## config.mk

```make
export PLATFORM = sky130hd
export DESIGN_NAME = seq_mem_d1_1r1w_pipe
export DESIGN_NICKNAME = d
export VERILOG_FILES = /design/src/rtl/seq_mem_pkg.sv /design/src/rtl/seq_mem_rd_pipe.sv /design/src/rtl/seq_mem_d1_1r1w_pipe.sv
export SDC_FILE = /design/constraint.sdc
export NUM_CORES = 1
export LEC_CHECK = 0
export CAP_MARGIN = 20
export CORE_AREA = 2 2 222 224
export CTS_BUF_LIST = sky130_fd_sc_hd__clkbuf_2
export DETAILED_ROUTE_END_ITERATION = 12
export DIE_AREA = 0 0 224 226
export GPL_TIMING_DRIVEN = 0
export SLEW_MARGIN = 20
export SYNTH_ARGS = -nofsm -noshare
export SYNTH_HDL_FRONTEND = slang
export SYNTH_HIERARCHICAL = 1
export SYNTH_SLANG_ARGS = --single-unit
```

## constraint.sdc

```tcl
create_clock -name clk -period 2 [get_ports clk]
set_clock_uncertainty 0.05 [all_clocks]
set_input_delay 0.4 -clock clk [delete_from_list [all_inputs] [get_ports clk]]
set_output_delay 0.4 -clock clk [all_outputs]
set_load 0.01 [all_outputs]
```

## src/rtl/seq_mem_pkg.sv

```systemverilog
// Shared types, limits and the byte-lane merge helper used by the 1R1W sequential memory.
package seq_mem_pkg;

  typedef enum logic {
    RDW_OLD = 1'b0,
    RDW_NEW = 1'b1
  } rdw_mode_e;

  localparam int MAX_READ_LAT = 4;
  localparam int MAX_WIDTH    = 512;
  localparam int MAX_BYTES    = MAX_WIDTH / 8;

  // Callers zero-extend narrower words; bytes with a set mask bit come from newWord.
  function automatic logic [MAX_WIDTH-1:0] byte_merge(
    input logic [MAX_WIDTH-1:0] oldWord,
    input logic [MAX_WIDTH-1:0] newWord,
    input logic [MAX_BYTES-1:0] mask
  );
    logic [MAX_WIDTH-1:0] merged;
    merged = oldWord;
    for (int b = 0; b < MAX_BYTES; b++) begin
      if (mask[b]) merged[8*b +: 8] = newWord[8*b +: 8];
    end
    return merged;
  endfunction

endpackage

```

## src/rtl/seq_mem_rd_pipe.sv

```systemverilog
// Read-data delay line of DEPTH valid+data stages; data advances only with valid, so the
// last stage keeps the most recently completed read. DEPTH=0 passes the input straight through.
module seq_mem_rd_pipe #(
  parameter int WIDTH = 32,
  parameter int DEPTH = 1
) (
  input  logic             clk,
  input  logic             reset,
  input  logic             valid_i,
  input  logic [WIDTH-1:0] data_i,
  output logic             valid_o,
  output logic [WIDTH-1:0] data_o
);

  if (DEPTH == 0) begin : gPass
    logic unusedClkRst;
    assign unusedClkRst = clk ^ reset;
    assign valid_o      = valid_i;
    assign data_o       = data_i;
  end else begin : gStages
    logic [DEPTH-1:0] valid_q;
    logic [WIDTH-1:0] data_q [DEPTH];

    always_ff @(posedge clk) begin
      if (reset) begin
        valid_q <= '0;
        for (int i = 0; i < DEPTH; i++) data_q[i] <= '0;
      end else begin
        valid_q[0] <= valid_i;
        if (valid_i) data_q[0] <= data_i;
        for (int i = 1; i < DEPTH; i++) begin
          valid_q[i] <= valid_q[i-1];
          if (valid_q[i-1]) data_q[i] <= data_q[i-1];
        end
      end
    end

    assign valid_o = valid_q[DEPTH-1];
    assign data_o  = data_q[DEPTH-1];
  end

endmodule

```

## src/rtl/seq_mem_d1_1r1w_pipe.sv

```systemverilog
// One-read/one-write sequential memory: byte-masked writes, READ_LAT-cycle pipelined reads,
// selectable read-during-write result and a sticky out-of-bounds error flag.
module seq_mem_d1_1r1w_pipe
  import seq_mem_pkg::*;
#(
  parameter int WIDTH    = 32,
  parameter int SIZE     = 16,
  parameter int IDX_SIZE = 4,
  parameter int READ_LAT = 1,
  parameter int RDW_MODE = 0
) (
  input  logic                clk,
  input  logic                reset,
  input  logic [IDX_SIZE-1:0] raddr_i,
  input  logic                read_en_i,
  output logic [WIDTH-1:0]    out_o,
  output logic                read_done_o,
  input  logic [IDX_SIZE-1:0] waddr_i,
  input  logic [WIDTH-1:0]    in_i,
  input  logic [WIDTH/8-1:0]  wmask_i,
  input  logic                write_en_i,
  output logic                write_done_o,
  output logic                err_oob_o
);

  localparam rdw_mode_e         RdwMode   = (RDW_MODE == 1) ? RDW_NEW : RDW_OLD;
  localparam logic [IDX_SIZE:0] SizeLimit = (IDX_SIZE+1)'(SIZE);

  if (READ_LAT < 1 || READ_LAT > MAX_READ_LAT) begin : gBadLat
    $fatal(1, "seq_mem_d1_1r1w_pipe: READ_LAT=%0d outside 1..%0d", READ_LAT, MAX_READ_LAT);
  end
  if ((WIDTH % 8) != 0 || WIDTH > MAX_WIDTH) begin : gBadWidth
    $fatal(1, "seq_mem_d1_1r1w_pipe: WIDTH=%0d must be a multiple of 8 up to %0d", WIDTH, MAX_WIDTH);
  end
  if ((1 << IDX_SIZE) < SIZE) begin : gBadIdx
    $fatal(1, "seq_mem_d1_1r1w_pipe: IDX_SIZE=%0d too small for SIZE=%0d", IDX_SIZE, SIZE);
  end

  logic [WIDTH-1:0]     mem_q [SIZE];
  logic                 rdInBounds, wrInBounds, sameAddr;
  logic [WIDTH-1:0]     readOld, writeOld, writeMerged, readWord;
  logic [MAX_WIDTH-1:0] oldExt, newExt, mergedExt;
  logic [MAX_BYTES-1:0] maskExt;
  logic                 unusedMergeHi;

  logic             rdValid_q, rdValid_d;
  logic [WIDTH-1:0] rdData_q, rdData_d;
  logic             writeDone_q, writeDone_d;
  logic             errOob_q, errOob_d;

  // Compare at IDX_SIZE+1 bits so SIZE == 2**IDX_SIZE never wraps to zero.
  assign rdInBounds = {1'b0, raddr_i} < SizeLimit;
  assign wrInBounds = {1'b0, waddr_i} < SizeLimit;
  assign sameAddr   = raddr_i == waddr_i;

  always_comb begin
    readOld  = rdInBounds ? mem_q[raddr_i] : '0;
    writeOld = wrInBounds ? mem_q[waddr_i] : '0;
    oldExt   = '0;
    newExt   = '0;
    maskExt  = '0;
    oldExt[WIDTH-1:0]    = writeOld;
    newExt[WIDTH-1:0]    = in_i;
    maskExt[WIDTH/8-1:0] = wmask_i;
    mergedExt   = byte_merge(oldExt, newExt, maskExt);
    writeMerged = mergedExt[WIDTH-1:0];
    readWord    = readOld;
    if (RdwMode == RDW_NEW && write_en_i && wrInBounds && sameAddr) readWord = writeMerged;
  end

  assign unusedMergeHi = ^mergedExt;

  // Memory contents survive reset, so a write coincident with reset still lands.
  always_ff @(posedge clk) begin
    if (write_en_i && wrInBounds) mem_q[waddr_i] <= writeMerged;
  end

  always_comb begin
    rdValid_d   = read_en_i;
    rdData_d    = read_en_i ? readWord : rdData_q;
    writeDone_d = write_en_i;
    errOob_d    = errOob_q | (read_en_i & ~rdInBounds) | (write_en_i & ~wrInBounds);
  end

  always_ff @(posedge clk) begin
    if (reset) begin
      rdValid_q   <= 1'b0;
      rdData_q    <= '0;
      writeDone_q <= 1'b0;
      errOob_q    <= 1'b0;
    end else begin
      rdValid_q   <= rdValid_d;
      rdData_q    <= rdData_d;
      writeDone_q <= writeDone_d;
      errOob_q    <= errOob_d;
    end
  end

  seq_mem_rd_pipe #(
    .WIDTH(WIDTH),
    .DEPTH(READ_LAT - 1)
  ) rdPipe (
    .clk    (clk),
    .reset  (reset),
    .valid_i(rdValid_q),
    .data_i (rdData_q),
    .valid_o(read_done_o),
    .data_o (out_o)
  );

  assign write_done_o = writeDone_q;
  assign err_oob_o    = errOob_q;

endmodule

```

After elaboration in Yosys (flattened, before gate mapping)

Memory sizes are Yosys's and may differ from the RTL's. A register that Yosys moved wholly into a read port is not among the register bits.
Cells that the tools add are included.

Eq/ne operators: 4
Multiplexer cells: 6
Reductions and logical operators: 4

Operators by type and width:

| cell                 | number |
|---|---|
| $mux W8              | 4 |
| $reduce_and A2 Y1    | 4 |
| $ne A1 B1 Y1 const B | 4 |
| $mux W1              | 2 |

Flip-flop bits (word level): 2
RAM bits: 512
Input bits: 48
Output and inout port bits: 35
Logic and storage cells: 17
Memories kept: 1

Memory list:

| name  | words | width | read ports | clocked after memory_dff | wr ports | RTL line                   | text |
|---|---|---|---|---|---|---|---|
| mem_q | 16    | 32    | 1          | 1                        | 1        | seq_mem_d1_1r1w_pipe.sv:39 | `logic [WIDTH-1:0] mem_q [SIZE];` |

Longest topological paths before layout

Depth in word-level cells: 3
Depth in mapped cells: 7
Gate-level depth less buffers: 4

Cells and area by module

The synthesis kept the hierarchy.

By module, submodules not included:

| module               | instances | cells an instance | area each (um^2) | seq. area each (um^2) |
|---|---|---|---|---|
| seq_mem_d1_1r1w_pipe | 1         | 1293              | 21209.1          | 16055.4 |
| seq_mem_rd_pipe      | 1         | 33                | 247.7            | 0.0 |

Worst setup path after synthesis

OpenSTA, ideal clock, no wires.

Path type: input to register
Start: input waddr_i[0]
End: memory mem_q[13][0] (enable)
Library setup time: 0.370 ns
Arrival: 1.166 ns
Data required time: 1.580 ns
Setup slack: 0.413 ns
Stages: 3
Path buffers: 0
Path through: nor2b_1 nand3_1 nor2_1

RTL lines:

| item               | RTL line                   | text |
|---|---|---|
| start: declaration | seq_mem_d1_1r1w_pipe.sv:18 | `input logic [IDX_SIZE-1:0] waddr_i,` |
| end: declaration   | seq_mem_d1_1r1w_pipe.sv:39 |  |

Straight into the memory's write port.

Worst setup path after layout

Start: input write_en_i
End: memory mem_q[8][8] (enable)

Cells in the longest elaborated chain, start to end: 3

RTL lines:

| item                          | RTL line                   | text |
|---|---|---|
| start: declaration            | seq_mem_d1_1r1w_pipe.sv:21 | `input logic write_en_i,` |
| $mux W1                       | seq_mem_d1_1r1w_pipe.sv:75 | `if (write_en_i && wrInBounds) mem_q[waddr_i] <= writeMerged;` |
| $mux W1 (implied by the code) | seq_mem_d1_1r1w_pipe.sv:75 |  |
| $reduce_and A2 Y1 (no line)   | -                          |  |

No other way between the ends.

==> summary.log <==
qor: status.status complete, but fails checks
qor: status.failing_checks setup timing
qor: yosys.synth-async-reset-ratio 0
qor: timing.fmax 441 MHz
qor: floorplan.coreArea 48300 um^2
qor: setup_path.crit_path_required_time 2650 ps
qor: final_layout.fillCellCount 4060
qor: setup_path.critical_path_class input pin to register
qor: clock_network.worstSkewPairLatency 1130 ps
qor: yosys.post_synth_instance_area 21500 um^2
qor: power.power.static_leakage 8.87 nW
qor: routing.detail_route.vias_per_cell 5.36
qor: grt.first_global_vias 12218
qor: final_layout.final_cell_mix edfxtp_1 (512), mux2i_1 (256), clkbuf_2 (231)
qor: timing.grt_setup_unrepaired yes
qor: yosys.synth.yosys.seq_area_share 0.748
qor: final_layout.num-nets-final 1569
qor: timing.finalMaxSlewViolations 0
qor: run.maxCapViolations 0
qor: timing.final.period_utilization 1.13
qor: timing.hold_violations 0
qor: floorplan.floorplan.die_area 50600 um^2
qor: final_layout.mostFrequentLayoutCell edfxtp_1
qor: routing.dr_total_vias 12085
qor: yosys.synth.distinct_cells 20
qor: grt.aggregate_global_route_resource_usage 0.206
qor: clock_network.cts-root-to-sink-buffers 3
qor: clock_network.ctsRootBufferMaster clkbuf_2
qor: yosys.number_of_synthesized_flops_with_an_enable_pin 512
qor: timing.slew-limit-headroom 0.228
qor: floorplan.horiz_die_dim 224 um
qor: timing.period_minus_slack 2270 ps
qor: clock_network.cts.htree.levels 4
qor: clock_network.cts.sinks 546
qor: power.p_sw_frac 0.240
qor: timing.fin_ws -266 ps
qor: setup_path.cp.arrival 2910 ps
qor: clock_network.clock_tree_from_tritoncts done
qor: floorplan.initial_utilization 0.444
qor: floorplan.floorplan.rows 81
qor: floorplan.floorplan.io_pins 83
qor: routing.drt-pass1-iter-count 5
qor: power.intPower 16.8 mW
qor: clock_network.clkSlewWorstSetupHoldPaths 90 ps
qor: place.placement.setup.worst_slack -1270 ps
qor: power.vdd.ir_drop.worst 0.000440 V
qor: routing.antenna_left 0
qor: floorplan.die-height 226 um
qor: yosys.main_flop_type_after_synthesis edfxtp_1
qor: timing.worstMarginPinSlew 1150 ps
qor: final_layout.final_core_util 0.504
qor: clock_network.tritoncts.num_buffers 139
qor: setup_path.startpoint_type input pin
qor: timing.final-setup-viol-count 47
qor: place.globalplace.congestion 0.760
qor: setup_path.worstSetupEndpointType register
qor: power.power-per-cell-area 910 nW/um^2
qor: power.netSwitchingPower 5.32 mW
qor: final_layout.final_layout_size_suffix_gt1_frac 0.239
qor: routing.drcViolationCount 0
qor: routing.detail_route.wl_per_cell 22.8 um
qor: grt.gr-total-overflow 0
qor: yosys.ys_seq_elements 546
qor: place.dp_hpwl 33100 um
qor: grt.number_of_antenna_violations_at_the_first_check_in_global_routing 1
qor: yosys.syn-num-nets 1374
qor: final_layout.relative_area_change_from_synthesis_to_final_layout 13.5%
qor: routing.initialDrtViolationCount 949
qor: routing.wirelength 51500 um
qor: power.clockPowerShare 0.363
qor: setup_path.critical_path_peak_fanout 10
qor: grt.maximum_number_of_pins_on_one_net_before_global_route_repair 17
qor: min_path.min-delay-path-class input pin to register
qor: power.power.share.sequential 0.575
qor: yosys.netlist_instances 1326
qor: place.io_buffer_count 80
qor: yosys.synth-warning-count 6
qor: power.power_frac_comb 0.062
qor: grt.first_pass_grt_wire_length 75100 um
qor: yosys.syn_avg_cell_area 16.2 um^2
[cell usage after synthesis, types with 8 or more instances]
library cell | instances | area (um^2)
edfxtp_1 | 512 | 15400
nand2_1 | 109 | 409
a21oi_2 | 20 | 175
buf_6 | 14 | 158
buf_4 | 52 | 390
a22oi_1 | 64 | 480
nor2b_1 | 8 | 50.1
dfxtp_1 | 34 | 681
nor2_1 | 68 | 255
buf_2 | 12 | 60.1
nand3_1 | 102 | 510
clkbuf_1 | 25 | 93.8
a21oi_1 | 44 | 220
mux2i_1 | 256 | 2560
[registers in the layout, indices dropped and copies added, names as in the netlist]
| register | count |
|---|---|
| mem_q | 512 |
| rdData_q | 32 |
| rdValid_q | 1 |
| write_done_o | 1 |
[per-layer routing]
metal | GRT usage | vias to the layer above | share of wire
met5 | 0 | - | 0
met4 | 0.0908 | 0 | 0.030
met3 | 0.0403 | 108 | 0.065
met2 | 0.329 | 468 | 0.47
met1 | 0.275 | 5983 | 0.43
li1 | - | 5526 | -
[layout make-up]
type	count	area [um^2]	share of cell area
buffer	71	464	0.0191
clock inverter	20	218	0.00894
sequential	546	16100	0.661
multi-input combinational	676	4720	0.194
timing repair buffer	87	901	0.0370
clock buffer	231	1160	0.0475
tap	622	778	0.0320
antenna	1	2.50	0.000103
[power groups by stage]
stage / combinational [mW] / sequential (mW) / clock, mW
3_5_place_dp: 1.44 / 13.0 / 0
2_1_floorplan: 0.779 / 13.0 / 0
6_report: 1.37 / 12.8 / 8.04
4_1_cts: 1.38 / 12.8 / 8.23
5_1_grt: 1.48 / 12.8 / 8.79
3_3_place_gp: 1.41 / 13.0 / 0
[worst max-delay path: stages]
cell	delay, ps
clkdlybuf4s50_1	830
nand2_1	400
clkbuf_1	340
nor2_1	930
[worst paths after layout]
check                                   end                      start  slack (ps)  depth (start not counted)
setup / recovery      mem_q[8][8]$_DFFE_PP_                 write_en_i        -270                          4
hold / removal       mem_q[0][31]$_DFFE_PP_                   in_i[31]         180                          1
setup reg to reg  rdData_q[23]$_SDFFE_PP0P_    mem_q[15][23]$_DFFE_PP_         830                          4
hold reg to reg   rdData_q[26]$_SDFFE_PP0P_  rdData_q[26]$_SDFFE_PP0P_         420                          2
[stage by stage]
step	setup TNS [ps]	area [um^2]	power [mW]	hold WS, ps	cells
after CTS	-4100	24300	22.4	58.1	2253
after detailed placement	-472410	23100	14.4	395	2030
after global placement	-468450	23000	14.4	398	2028
final	-4620	24300	22.2	184	2254
after floorplan	0	21500	13.7	377	1326
after global routing	-5090	24300	23.0	137	2254
[kinds of logic after synthesis]
family,Yosys count,share of synthesized area
multiplexers,256,0.119
AND/OR/NAND/NOR,291,0.0584
AO/OA/AOI/OAI,128,0.0408
buffers and inverters,104,0.0329
other,1,0.000175
flip-flops,546,0.748
[repair_timing]
item / CTS / global route
endpoints found under the setup margin: 42 / 61
hold buffers: 3 / 0
gates resized for setup: 204 / 5
setup buffers: 2 / 0
gates cloned: 0 / 0
hold endpoints to repair: 3 / 0
No activity file was read; power rests on OpenSTA's default activity.
